`src/rtl/term_loopback_pipe.sv`:
```
// Terminal-tile loopback: returns S_END wire groups to N_BEG bit-reversed, with each channel
// independently combinational, delayed by a programmable depth, or tied off.
module term_loopback_pipe #(
   parameter int NUM_CH    = 4,
   parameter int WIDTH     = 16,
   parameter int MAX_DEPTH = 4
) (
   input  logic                    UserCLK,
   input  logic                    reset,
   input  logic                    ConfigEn,
   input  logic                    ConfigIn,
   input  logic                    ConfigLatch,
   output logic                    ConfigOut,
   input  logic [NUM_CH*WIDTH-1:0] S_END,
   output logic [NUM_CH*WIDTH-1:0] N_BEG
);
   localparam int DW = $clog2(MAX_DEPTH);
   localparam int F  = 2 + DW;
   localparam int L  = NUM_CH * F;

   localparam logic [1:0] MODE_COMB = 2'd0;
   localparam logic [1:0] MODE_PIPE = 2'd1;
   localparam logic [1:0] MODE_TIE0 = 2'd2;
   localparam logic [1:0] MODE_TIE1 = 2'd3;

   function automatic logic [WIDTH-1:0] rev_bits(input logic [WIDTH-1:0] x);
      logic [WIDTH-1:0] r;
      r = {WIDTH{1'b0}};
      for (int i = 0; i < WIDTH; i++) begin
         r[i] = x[WIDTH-1-i];
      end
      return r;
   endfunction

   logic [L-1:0] shadow_r;
   logic [L-1:0] active_r;

   // Shadow chain: shifts toward bit 0 while enabled, bit 0 feeds the daisy chain.
   always_ff @(posedge UserCLK) begin
      if (reset) begin
         shadow_r <= {L{1'b0}};
      end else if (ConfigEn) begin
         shadow_r <= {ConfigIn, shadow_r[L-1:1]};
      end else begin
         shadow_r <= shadow_r;
      end
   end

   // Active config: on commit it takes the shadow as it stood before this edge's shift.
   always_ff @(posedge UserCLK) begin
      if (reset) begin
         active_r <= {L{1'b0}};
      end else if (ConfigLatch) begin
         active_r <= shadow_r;
      end else begin
         active_r <= active_r;
      end
   end

   assign ConfigOut = shadow_r[0];

   for (genvar c = 0; c < NUM_CH; c++) begin : g_ch
      logic [1:0]       mode_s;
      logic [DW-1:0]    depth_s;
      logic             flush_s;
      logic [WIDTH-1:0] rev_s;
      logic [WIDTH-1:0] out_s;
      logic [WIDTH-1:0] line_r [MAX_DEPTH];

      // Field decode; a commit that changes this channel's field flushes its delay line.
      always_comb begin
         mode_s  = active_r[c*F +: 2];
         depth_s = active_r[c*F+2 +: DW];
         rev_s   = rev_bits(S_END[c*WIDTH +: WIDTH]);
         if (ConfigLatch && (shadow_r[c*F +: F] != active_r[c*F +: F])) begin
            flush_s = 1'b1;
         end else begin
            flush_s = 1'b0;
         end
      end

      // Delay line: stage k holds the reversed input from k+1 cycles ago.
      always_ff @(posedge UserCLK) begin
         if (reset || flush_s) begin
            for (int k = 0; k < MAX_DEPTH; k++) begin
               line_r[k] <= {WIDTH{1'b0}};
            end
         end else begin
            line_r[0] <= rev_s;
            for (int k = 1; k < MAX_DEPTH; k++) begin
               line_r[k] <= line_r[k-1];
            end
         end
      end

      // Output select; PIPE mode drives straight from a delay-line register.
      always_comb begin
         case (mode_s)
            MODE_COMB: out_s = rev_s;
            MODE_PIPE: out_s = line_r[depth_s];
            MODE_TIE0: out_s = {WIDTH{1'b0}};
            MODE_TIE1: out_s = {WIDTH{1'b1}};
            default:   out_s = {WIDTH{1'b0}};
         endcase
      end

      assign N_BEG[c*WIDTH +: WIDTH] = out_s;
   end

endmodule

```
`config.mk`:
```
export PLATFORM = sky130hd
export DESIGN_NAME = term_loopback_pipe
export DESIGN_NICKNAME = d
export VERILOG_FILES = /design/src/rtl/term_loopback_pipe.sv
export SDC_FILE = /design/constraint.sdc
export NUM_CORES = 1
export LEC_CHECK = 0
export ABC_AREA = 1
export BUFFER_PORTS_ARGS = -buffer_cell sky130_fd_sc_hd__buf_2
export CAP_MARGIN = 20
export CORE_MARGIN = 10
export CORE_UTILIZATION = 45
export CTS_CLUSTER_DIAMETER = 100
export DETAILED_ROUTE_END_ITERATION = 16
export SLEW_MARGIN = 20
export SYNTH_ARGS = -nofsm -noshare
export SYNTH_HDL_FRONTEND = slang
export SYNTH_SLANG_ARGS = --single-unit
```
`constraint.sdc`:
```
create_clock -name UserCLK -period 1.8 [get_ports UserCLK]
set_clock_uncertainty 0.2 [all_clocks]
set_input_delay 0.18 -clock UserCLK [delete_from_list [all_inputs] [get_ports UserCLK]]
set_output_delay 0.18 -clock UserCLK [all_outputs]
set_load 0.02 [all_outputs]
```
Word level (Yosys, flattened, before mapping)
Memories as Yosys holds them, arrays and structs flattened. A register that Yosys moved wholly into a read port is not among the register bits.
Cells that the tools add are included.
- register bits: 32
- bits in writable memories: 256
- memories kept: 4
- memories (memory ; depth ; bits a word ; read ports ; clocked after memory_dff ; write ports ; RTL line ; source):
    g_ch[0].line_r ; 4 ; 16 ; 4 ; 1 ; 4 ; 68 ; logic [WIDTH-1:0] line_r [MAX_DEPTH];
    g_ch[1].line_r ; 4 ; 16 ; 4 ; 1 ; 4 ; 68 ;
    g_ch[2].line_r ; 4 ; 16 ; 4 ; 1 ; 4 ; 68 ;
    g_ch[3].line_r ; 4 ; 16 ; 4 ; 1 ; 4 ; 68 ;
- reduce and logical (&&, ||, !) cells: 12
- multiplexer cells: 44
- bitwise operators: 16
- equal/unequal tests: 16
- operator list (operator ; count):
    $mux W16 ; 16
    $pmux W16 S4 ; 4
    $eq A2 B2 Y1 const B ; 8
    $mux W1 ; 16
    $mux W2 ; 8
    $ne A4 B4 Y1 ; 4
    $or A1 B1 Y1 ; 16
    $eq A2 B1 Y1 const B ; 4
    $logic_not A2 Y1 ; 4
    $logic_and A1 B1 Y1 ; 4
    $logic_or A1 B1 Y1 ; 4

Depth between registers and ports, before layout
Gate-level depths: netlist of run 1.
- word-level depth: 7
- mapped depth: 9
- depth with buffers taken out: 8

Least setup slack after synthesis of run 1
No wires, ideal clock.
- path kind: reg2out
- from: register active_r[0]
- to: output N_BEG[0]
- data arrival time: 1.158 ns
- cell stages (with the launch flop): 6
- buffers on the path: 1
- path slack: 0.262 ns
- cell sequence: dfxtp_1 > inv_1 > nor2_1 > buf_4 > nand3_1 > o211ai_1
- longest elaborated chain between the ends: 2
- elaborated cells between the ends (all ways): 5
- those cells by class: 3 x eq/ne; 1 x mux; 1 x reduce/logical
- RTL lines (what ; RTL line ; source):
    from (decl) ; 36 ; logic [L-1:0] active_r;
    from (signal assigned) ; 52 ; active_r <= {L{1'b0}};
    from (signal assigned) ; 54 ; active_r <= shadow_r;
    from (signal assigned) ; 56 ; active_r <= active_r;
    $eq A2 B2 Y1 (tied with other cells) ; 98 ; case (mode_s)
    $pmux W16 S4 * ; 98 ;
    to (decl) ; 15 ; output logic [NUM_CH*WIDTH-1:0] N_BEG
Every way passes the cells marked *; elsewhere a longest branch is shown, timed or not.

==> results of run 1 <==
-- routing by layer --
layer	vias up	track usage, %
li1	5171	-
met1	4622	20.3
met2	161	28.3
met3	56	3.01
met4	0	5.12
met5	-	0
-- cells by family (layout without fill, tap and decap cells) --
group	count (synthesis)	count (layout)	share of synthesized area, %
flip-flops	296	296	51.1
AND/OR/NAND/NOR	594	594	22.4
AO/OA/AOI/OAI	255	255	12.4
buffers and inverters	379	632	14.1
-- registers in the layout, indices dropped and copies added (netlist names), named ones only --
| register | cells |
|---|---|
| shadow_r | 16 |
| active_r | 16 |
| g_ch.line_r | 256 |
-- worst paths after layout --
| kind | start | end | slack, ps | depth (start not counted) |
|---|---|---|---|---|
| max reg2reg | active_r[1] | g_ch[0].line_r[0][14] | 210 | 9 |
| min reg2reg | g_ch[0].line_r[1][4] | g_ch[0].line_r[2][4] | 220 | 2 |
| min | g_ch[0].line_r[1][4] | g_ch[0].line_r[2][4] | 220 | 2 |
| max | flop | N_BEG[38] | -260 | 7 |
-- critical path: cells and delay by family, from the launching register on --
family,cells,cell delay [ps]
AO/OA/AOI/OAI,1,80
AND/OR/NAND/NOR,3,230
buffers and inverters,3,420
flip-flops,1,460
-- power by group --
group / switching, mW / internal [mW]
Combinational: 1.37 / 1.08
Sequential: 0.158 / 6.79
Clock: 2.63 / 4.23
Total: 4.16 / 12.1
-- cell usage after synthesis, types with 4 or more instances --
master    count
inv_1       292
a21oi_1      96
clkbuf_1     38
nor2_1      200
buf_4         4
dfxtp_1     296
o211ai_1     64
nor2_2       70
nand3_1     128
nand2_1     192
buf_6        24
nand2_4       4
inv_2         4
o21ai_0      95
buf_2        16
-- timing repair --
item | CTS | global route
setup buffers | 10 | 1
hold buffers | 68 | 0
hold endpoints to repair | 88 | 0
gates resized for setup | 233 | 158
setup endpoints to repair | 64 | 65
gates cloned | 13 | 8
pin swaps | 16 | 19
-- cell type report --
cell class              instances  area, sq um  area share (%)
inverters                     297         1140            7.06
flip-flops and latches        296         5960            36.9
well taps                     330          413            2.56
clock buffers                  53         1030            6.41
multi-input cells             849         4760            29.5
clock inverters                 8         93.8           0.582
repair buffers                274         2730            16.9
-- stage by stage --
| step | power, mW | instances | util, % | hold slack [ps] | instance area [sq um] |
|---|---|---|---|---|---|
| after global routing | 16.9 | 2107 | 63.9 | 234 | 16100 |
| after detailed placement | 8.89 | 1949 | 50.3 | 178 | 12700 |
| after global placement | 8.88 | 1949 | 50.3 | 179 | 12700 |
| after CTS | 16.3 | 2101 | 61.3 | 219 | 15500 |
| after floorplan | 8.32 | 1524 | - | 52.4 | 11600 |
| final | 16.3 | 2107 | 63.9 | 219 | 16100 |
==> metrics.yaml, run 1 <==
placed_design:
  portBuffers: 133
  place_congestion: 0.747
  dp_slack_ps: 123
  dp_hpwl_mm: 15.6
global_route:
  grt_pass1_wl_mm: 46.3
  grt_max_degree: 65
  grt_pass1_vias: 9578
  grtUsageTotal_pct: 16.4
  grt-ovfl-total: 0
  antenna_found_initial: 0
finish:
  insertedDiodeCount: 0
  fill_cells: 2201
  final_cell_mix: "dfxtp_1, inv_1, nor2_1"
  drive_gt1_share_pct: 29.6
  fin_nets: 1821
  layout_commonest_cell: "dfxtp_1"
  syn_to_final_growth_pct: 39.1
clock_network:
  cts_tree: "yes"
  clk_pin_slew_ps: 60
  h-tree-depth: 2
  cts_max_path_buffers: 3
  clkLatencyLatePin_ps: 500
  clock-sinks: 296
  numCtsBuffers: 34
  cts_root_buffer: "clkbuf_16"
worst_hold_path:
  min_path_type: "flop to flop"
synth:
  synthTopCellsByArea: "dfxtp_1, inv_1, nor2_1, nand2_1, nand3_1"
  yosysUniqueCellTypes: 16
  yosysTopAreaCell: "dfxtp_1"
  async_flop_share_pct: 0
  syn_area_per_cell_sq_um: 7.61
  ys.flop_type: "dfxtp_1"
  synthCells: 1524
  ys_seq_elements: 296
  syn_area_sq_mm: 0.0116
  synth.top_cell.area_share_pct: 51.1
  ys_seq_area_share_pct: 51.1
  synth_enable_flop_cells: 0
  yosysWarnings: 0
  syn-num-nets: 1593
setup_path:
  crit_slowest_cell: "dfxtp_4"
  max_stage_delay_ps: 460
  path_max_fanout: 8
  cp_cell_sequence: "inv_4 > clkbuf_16 > nand2_1 > nand3_1 > nand3_2 > o211ai_1 > buf_4"
  required_ps: 1420
  crit_type: "flop to output pin"
  start_kind: "flop"
  worstPathArrival_ps: 1680
  end_kind: "output pin"
routing:
  wl_mm: 28.7
  wl_met1_mm: 13.3
  drtPass1Iterations: 5
  ant_nets: 0
  drc_errors: 0
  wl_met3_mm: 1.10
  dr.max_layer_used: "met4"
  wl_per_cell_microns: 13.6
  route.vias.total: 10010
  wl_met2_mm: 13.8
  dr.first_iter.drc_count: 472
  post_drt_via_cell_ratio: 4.75
timing:
  slew_headroom_pct: 74.5
  rsz0062_at_grt: "yes"
  finalMaxSlewViolations: 0
  setup_ws_ps: -263
  fmax_mhz: 485
  period_needed_ps: 2060
  finalHoldViolations: 0
  setup_tns_ps: -13260
  finalSetupViolations: 64
  worstMarginPinSlew_ps: 383
  fin_crit_sh_pct: 115
power:
  peakVddDrop_v: 0.000614
  power_density_mw_per_mm2: 1010
  p_leak_nw: 6.77
run_status:
  status: "complete, but fails checks"
  violations: "negative setup slack"
die:
  die_w_microns: 181
  dieHeight_microns: 181
  row_count: 58
  core_sq_mm: 0.0253
  initial_core_util_pct: 45.9
  die_area_sq_mm: 0.0326
  io_pins: 134
run:
  maxCapViolCount: 0
No activity file was read; power rests on OpenSTA's default activity.
==> inputs of run 2 (changes only) <==
--- a/config.mk
+++ b/config.mk
@@ -12,6 +12,7 @@
 export CORE_UTILIZATION = 45
 export CTS_CLUSTER_DIAMETER = 100
 export DETAILED_ROUTE_END_ITERATION = 16
+export GPL_TIMING_DRIVEN = 0
 export SLEW_MARGIN = 20
 export SYNTH_ARGS = -nofsm -noshare
 export SYNTH_HDL_FRONTEND = slang
==> run 2 against run 1 <==
The flow still finishes with violations (negative setup slack). Maximum frequency shrank 3.5%. Global-route usage up 1.9 points. Hold slack got worse by 170 ps. Die area did not move.
==> metrics.yaml, run 2 (synthesized netlist as in run 1, its figures left out) <==
finish:
  drive_gt1_share_pct: 32.0  # was 29.6%
  regMostFlops: "g_ch.line_r"  # unchanged
  largest_register_ffs: 256  # unchanged
  post-route-util_pct: 65.9  # was 63.9%
  layout_commonest_cell: "dfxtp_1"  # unchanged
  fill_cells: 2084  # was 2201
  multi_input_area_sq_mm: 0.00494  # was 0.00476 sq mm
  fin_nets: 1870  # was 1821
  syn_to_final_growth_pct: 43.6  # was 39.1%
  seqCellArea_sq_mm: 0.00596  # about the same
  top_regs: "g_ch.line_r: 256 flops, active_r: 16 flops, shadow_r: 16 flops"  # unchanged
  final_cell_mix: "dfxtp_1, inv_1, nor2_1"  # unchanged
timing:
  finalMaxSlewViolations: 0  # unchanged
  worstMarginPinSlew_ps: 533  # was 383 ps
  setup_tns_ps: -16940  # was -13260 ps
  finalSetupViolations: 64  # unchanged
  period_needed_ps: 2140  # was 2060 ps
  timing.hold.ws_ps: 45.7  # was 219 ps
  fin_crit_sh_pct: 119  # was 115%
  rsz0062_at_grt: "yes"  # unchanged
  finalHoldViolations: 0  # unchanged
  slew_headroom_pct: 64.5  # was 74.5%
  fmax_mhz: 468  # was 485 MHz
  setup_ws_ps: -338  # was -263 ps
power:
  power_density_mw_per_mm2: 969  # was 1010 mW/mm^2
  peakVddDrop_v: 0.000771  # was 0.000614 V
  p_leak_nw: 7.22  # was 6.77 nW
routing:
  dr.first_iter.drc_count: 616  # was 472
  post_drt_via_cell_ratio: 4.82  # was 4.75
  drc_errors: 0  # unchanged
  drtPass1Iterations: 5  # unchanged
  wl_mm: 32.3  # was 28.7 mm
  route.vias.total: 10389  # was 10.0k
  wl_per_cell_microns: 15.0  # was 13.6 microns
  ant_nets: 0  # unchanged
setup_path:
  worstPathArrival_ps: 1760  # was 1680 ps
  required_ps: 1420  # about the same
  path_max_fanout: 5  # was 8
  start_kind: "flop"  # unchanged
  end_kind: "output pin"  # unchanged
  crit_type: "flop to output pin"  # unchanged
global_route:
  grt_pass1_vias: 10138  # was 9578
  grtUsageTotal_pct: 18.3  # was 16.4%
  grt-ovfl-total: 0  # unchanged
  antenna_found_initial: 1  # was 0
  grt_pass1_wl_mm: 50.5  # was 46.3 mm
  grt_max_degree: 13  # was 65
die:
  row_count: 58  # unchanged
  die_w_microns: 181  # unchanged
  io_pins: 134  # unchanged
  core_sq_mm: 0.0253  # unchanged
  initial_core_util_pct: 45.9  # unchanged
  die_area_sq_mm: 0.0326  # unchanged
  dieHeight_microns: 181  # unchanged
clock_network:
  cts_max_path_buffers: 3  # unchanged
  h-tree-depth: 2  # unchanged
  clock-sinks: 296  # unchanged
  cts_tree: "yes"  # unchanged
  clk_pin_slew_ps: 60  # about the same
  numCtsBuffers: 34  # unchanged
  clkLatencyLatePin_ps: 510  # was 500 ps
  cts_root_buffer: "clkbuf_16"  # unchanged
placed_design:
  place_congestion: 0.788  # was 0.747
  dp_slack_ps: -245  # was 123 ps
  portBuffers: 132  # was 133
  dp_hpwl_mm: 19.7  # was 15.6 mm
run_status:
  status: "complete, but fails checks"  # unchanged
  violations: "negative setup slack"  # unchanged
run:
  maxCapViolCount: 0  # unchanged
worst_hold_path:
  min_path_type: "input pin to flop"  # was flop to flop
==> run 2: changes by cell type in the layout (fill, tap and decap cells not counted), moves of 8 or more <==
cell and change:
buf_8 +15, nand2_2 -17, nand2_4 +17, buf_6 +31
clkbuf_8 +8, o21ai_2 +13, o21ai_1 -14, buf_12 -14
==> run 2: timing repair <==
item,CTS,global route
hold endpoints to repair,68,0
resized for setup,335,237
endpoints found under the setup margin,64,65
gates cloned,8,10
setup buffers,17,7
hold buffers,67,0
pin swaps,25,81
==> run 2: power by group <==
group | total (mW) | switching, mW | internal, mW
Clock | 6.52 | 2.64 | 3.89
Sequential | 6.95 | 0.157 | 6.79
Combinational | 2.67 | 1.49 | 1.18
==> run 2: routing by layer <==
| layer | vias up | routed length [microns] | track usage, % |
|---|---|---|---|
| li1 | 5279 | - | - |
| met1 | 4836 | 14500 | 22.5 |
| met2 | 212 | 15500 | 31.2 |
| met3 | 62 | 1490 | 3.59 |
| met4 | 0 | 786 | 6.40 |
| met5 | - | 0 | 0 |
==> run 2: worst paths after layout <==
| check | start | endpoint | slack, ps | cells past startpoint |
|---|---|---|---|---|
| worst max-delay path | flop | N_BEG[43] | -340 | 8 |
| worst min-delay path | ConfigLatch | active_r[1] | 50 | 3 |
| worst max register to register | active_r[9] | g_ch[2].line_r[0][12] | 200 | 9 |
| worst min register to register | g_ch[2].line_r[1][3] | g_ch[2].line_r[2][3] | 220 | 2 |
==> run 2: worst max-delay path: stages (launching register included) <==
cell and delay (ps):
dfxtp_4 370, buf_4 160, inv_8 80, clkbuf_16 140
nand2_1 40, nand3_1 60, nand3_1 80, o211ai_1 120
buf_4 190
==> run 2: final cells by class <==
class / instances / area share (%)
clock inverters: 8 / 0.278
multi-input cells: 849 / 29.7
clock buffers: 50 / 6.08
flip-flops and latches: 296 / 35.8
diodes: 1 / 0.0150
plain buffers: 82 / 5.96
well taps: 330 / 2.48
repair buffers: 241 / 12.8
inverters: 297 / 6.95
==> run 2: per-stage QoR <==
stage          cells  total power [mW]  cell area [sq um]
2_1_floorplan   1524              8.32              11600
3_3_place_gp    1986              8.93              12700
3_5_place_dp    1986              8.94              12700
4_1_cts         2136              16.0              15500
5_1_grt         2154              16.8              16700
6_report        2154              16.1              16700
==> inputs of run 3 (changes only) <==
--- a/config.mk
+++ b/config.mk
@@ -7,7 +7,7 @@
 export LEC_CHECK = 0
 export ABC_AREA = 1
 export BUFFER_PORTS_ARGS = -buffer_cell sky130_fd_sc_hd__buf_2
-export CAP_MARGIN = 20
+export CAP_MARGIN = 30
 export CORE_MARGIN = 10
 export CORE_UTILIZATION = 45
 export CTS_CLUSTER_DIAMETER = 100
==> constraint.sdc (replaced) <==
create_clock -name UserCLK -period 2.27 [get_ports UserCLK]
set_clock_uncertainty 0.2 [all_clocks]
set_input_delay 0.227 -clock UserCLK [delete_from_list [all_inputs] [get_ports UserCLK]]
set_output_delay 0.227 -clock UserCLK [all_outputs]
set_load 0.02 [all_outputs]
==> run 3 against run 2 <==
The run now ends clean. Clock power decreased by 21%. Global-route usage decreased by 0.80 points. Die area unchanged. Sequential cell count did not move. Via count shrank 3.7%. Sequential share of layout area is 4.5 points higher. Utilization fell by 7.7 points. Register-to-register slack improved by 450 ps. Hold slack gained 74 ps. Critical path type unchanged. Largest cell class unchanged.
==> metrics.yaml, run 3 (synthesized netlist as in run 1, its figures left out) <==
routing:
  wl_met1_mm: 13.7  # was 14.5 mm
  dr.first_iter.drc_count: 593  # was 616
  drc_errors: 0  # unchanged
  wl_mm: 29.4  # was 32.3 mm
  wl_met2_mm: 13.7  # was 15.5 mm
  wl_per_cell_microns: 13.9  # was 15.0 microns
  dr.max_layer_used: "met4"  # unchanged
  post_drt_via_cell_ratio: 4.73  # was 4.82
  wl_met3_mm: 1.29  # was 1.49 mm
  drtPass1Iterations: 5  # unchanged
  ant_nets: 0  # unchanged
  route.vias.total: 10005  # was 10.4k
global_route:
  antenna_found_initial: 0  # was 1
  grt_pass1_wl_mm: 48.5  # was 50.5 mm
  grt-ovfl-total: 0  # unchanged
  grt_pass1_vias: 9845  # was 10.1k
  grtUsageTotal_pct: 17.5  # was 18.3%
  grt_max_degree: 13  # unchanged
timing:
  finalHoldViolations: 0  # unchanged
  worstMarginPinSlew_ps: 567  # was 533 ps
  slew_headroom_pct: 62.2  # was 64.5%
  finalMaxSlewViolations: 0  # unchanged
  finalSetupViolations: 0  # was 64
  fin_crit_sh_pct: 96.9
  rsz0062_at_grt: "yes"  # unchanged
  period_needed_ps: 2200
  timing.hold.ws_ps: 120  # was 45.7 ps
  fmax_mhz: 455
setup_path:
  start_kind: "flop"  # unchanged
  path_max_fanout: 10  # was 5
  crit_type: "flop to output pin"  # unchanged
  end_kind: "output pin"  # unchanged
  worstPathArrival_ps: 1770  # was 1760 ps
  required_ps: 1840  # was 1420 ps
  reg2reg_slack_ps: 650  # was 200 ps
clock_network:
  cts_root_buffer: "clkbuf_16"  # unchanged
  numCtsBuffers: 34  # unchanged
  clk_pin_slew_ps: 60  # about the same
  cts_max_path_buffers: 3  # unchanged
  clock-sinks: 296  # unchanged
  cts_tree: "yes"  # unchanged
  clkLatencyLatePin_ps: 500  # was 510 ps
  h-tree-depth: 2  # unchanged
worst_hold_path:
  min_path_type: "input pin to flop"  # unchanged
placed_design:
  place_congestion: 0.788  # unchanged
  dp_hpwl_mm: 19.7  # unchanged
  portBuffers: 132  # unchanged
power:
  power_density_mw_per_mm2: 836  # was 969 mW/mm^2
  peakVddDrop_v: 0.000607  # was 0.000771 V
  p_leak_nw: 6.26  # was 7.22 nW
  power_mw: 12.3  # was 16.1 mW
die:
  dieHeight_microns: 181  # unchanged
  core_sq_mm: 0.0253  # unchanged
  die_area_sq_mm: 0.0326  # unchanged
  io_pins: 134  # unchanged
  row_count: 58  # unchanged
  die_w_microns: 181  # unchanged
  initial_core_util_pct: 45.9  # unchanged
finish:
  top_regs: "g_ch.line_r: 256 flops, active_r: 16 flops, shadow_r: 16 flops"  # unchanged
  insertedDiodeCount: 0  # was 1
  final_cell_mix: "dfxtp_1, inv_1, nor2_1"  # unchanged
  fin_nets: 1834  # was 1870
  largest_register_ffs: 256  # unchanged
  regMostFlops: "g_ch.line_r"  # unchanged
  drive_gt1_share_pct: 20.6  # was 32.0%
  syn_to_final_growth_pct: 26.9  # was 43.6%
  layout_commonest_cell: "dfxtp_1"  # unchanged
run:
  maxCapViolCount: 0  # unchanged
run_status:
  status: "completed"  # was complete, but fails checks
==> run 3: timing repair <==
item                       4_1_cts  5_1_grt
buffers inserted                 4        2
hold endpoints to repair        66        0
resized for setup               75       78
cloned                           0        0
pin swaps                        4        0
hold buffers                    67        0
setup endpoints to repair       64       60
==> run 3: layer usage <==
| layer | vias to the layer above | track usage (%) |
|---|---|---|
| met4 | 0 | 5.81 |
| met2 | 183 | 29.6 |
| met5 | - | 0 |
| met1 | 4574 | 21.8 |
| met3 | 57 | 3.59 |
| li1 | 5191 | - |
==> run 3: metrics by stage <==
stage | instances | setup TNS, ps | area, sq um | setup slack [ps] | util [%]
finish | 2117 | 0 | 14700 | 70.5 | 58.3
floorplan | 1524 | 0 | 11600 | 685 | -
detailed placement | 1986 | 0 | 12700 | 178 | 50.2
CTS | 2115 | 0 | 14600 | 3.42 | 57.8
global placement | 1986 | 0 | 12700 | 189 | 50.2
global route | 2117 | -72.8 | 14700 | -33.9 | 58.3
==> run 3: report_power, final <==
group / internal, mW / switching, mW
clock: 3.08 / 2.07
sequential: 5.39 / 0.103
combinational: 0.644 / 1.02
total: 9.11 / 3.19
==> run 3: worst paths after layout <==
check,startpoint,to,depth (start not counted)
worst max-delay path,active_r[0],N_BEG[4],6
worst min-delay path,ConfigLatch,active_r[1],3
worst max register to register,active_r[1],g_ch[0].line_r[0][9],9
worst min register to register,g_ch[2].line_r[1][3],g_ch[2].line_r[2][3],2
==> run 3: final cells by class <==
type / count / area [sq um]
inverter: 297 / 1110
fill: 2356 / 10500
clock buffer: 50 / 1010
tap: 330 / 413
buffer: 82 / 694
multi-input combinational: 849 / 4100
clock inverter: 8 / 46.3
timing repair buffer: 205 / 1400
sequential: 296 / 5940
==> run 3: worst max-delay path: stages, from the launching register on <==
cell	delay, ps
dfxtp_1	410
inv_2	100
nor2_4	130
buf_4	190
nand3_1	110
o211ai_1	130
buf_4	190
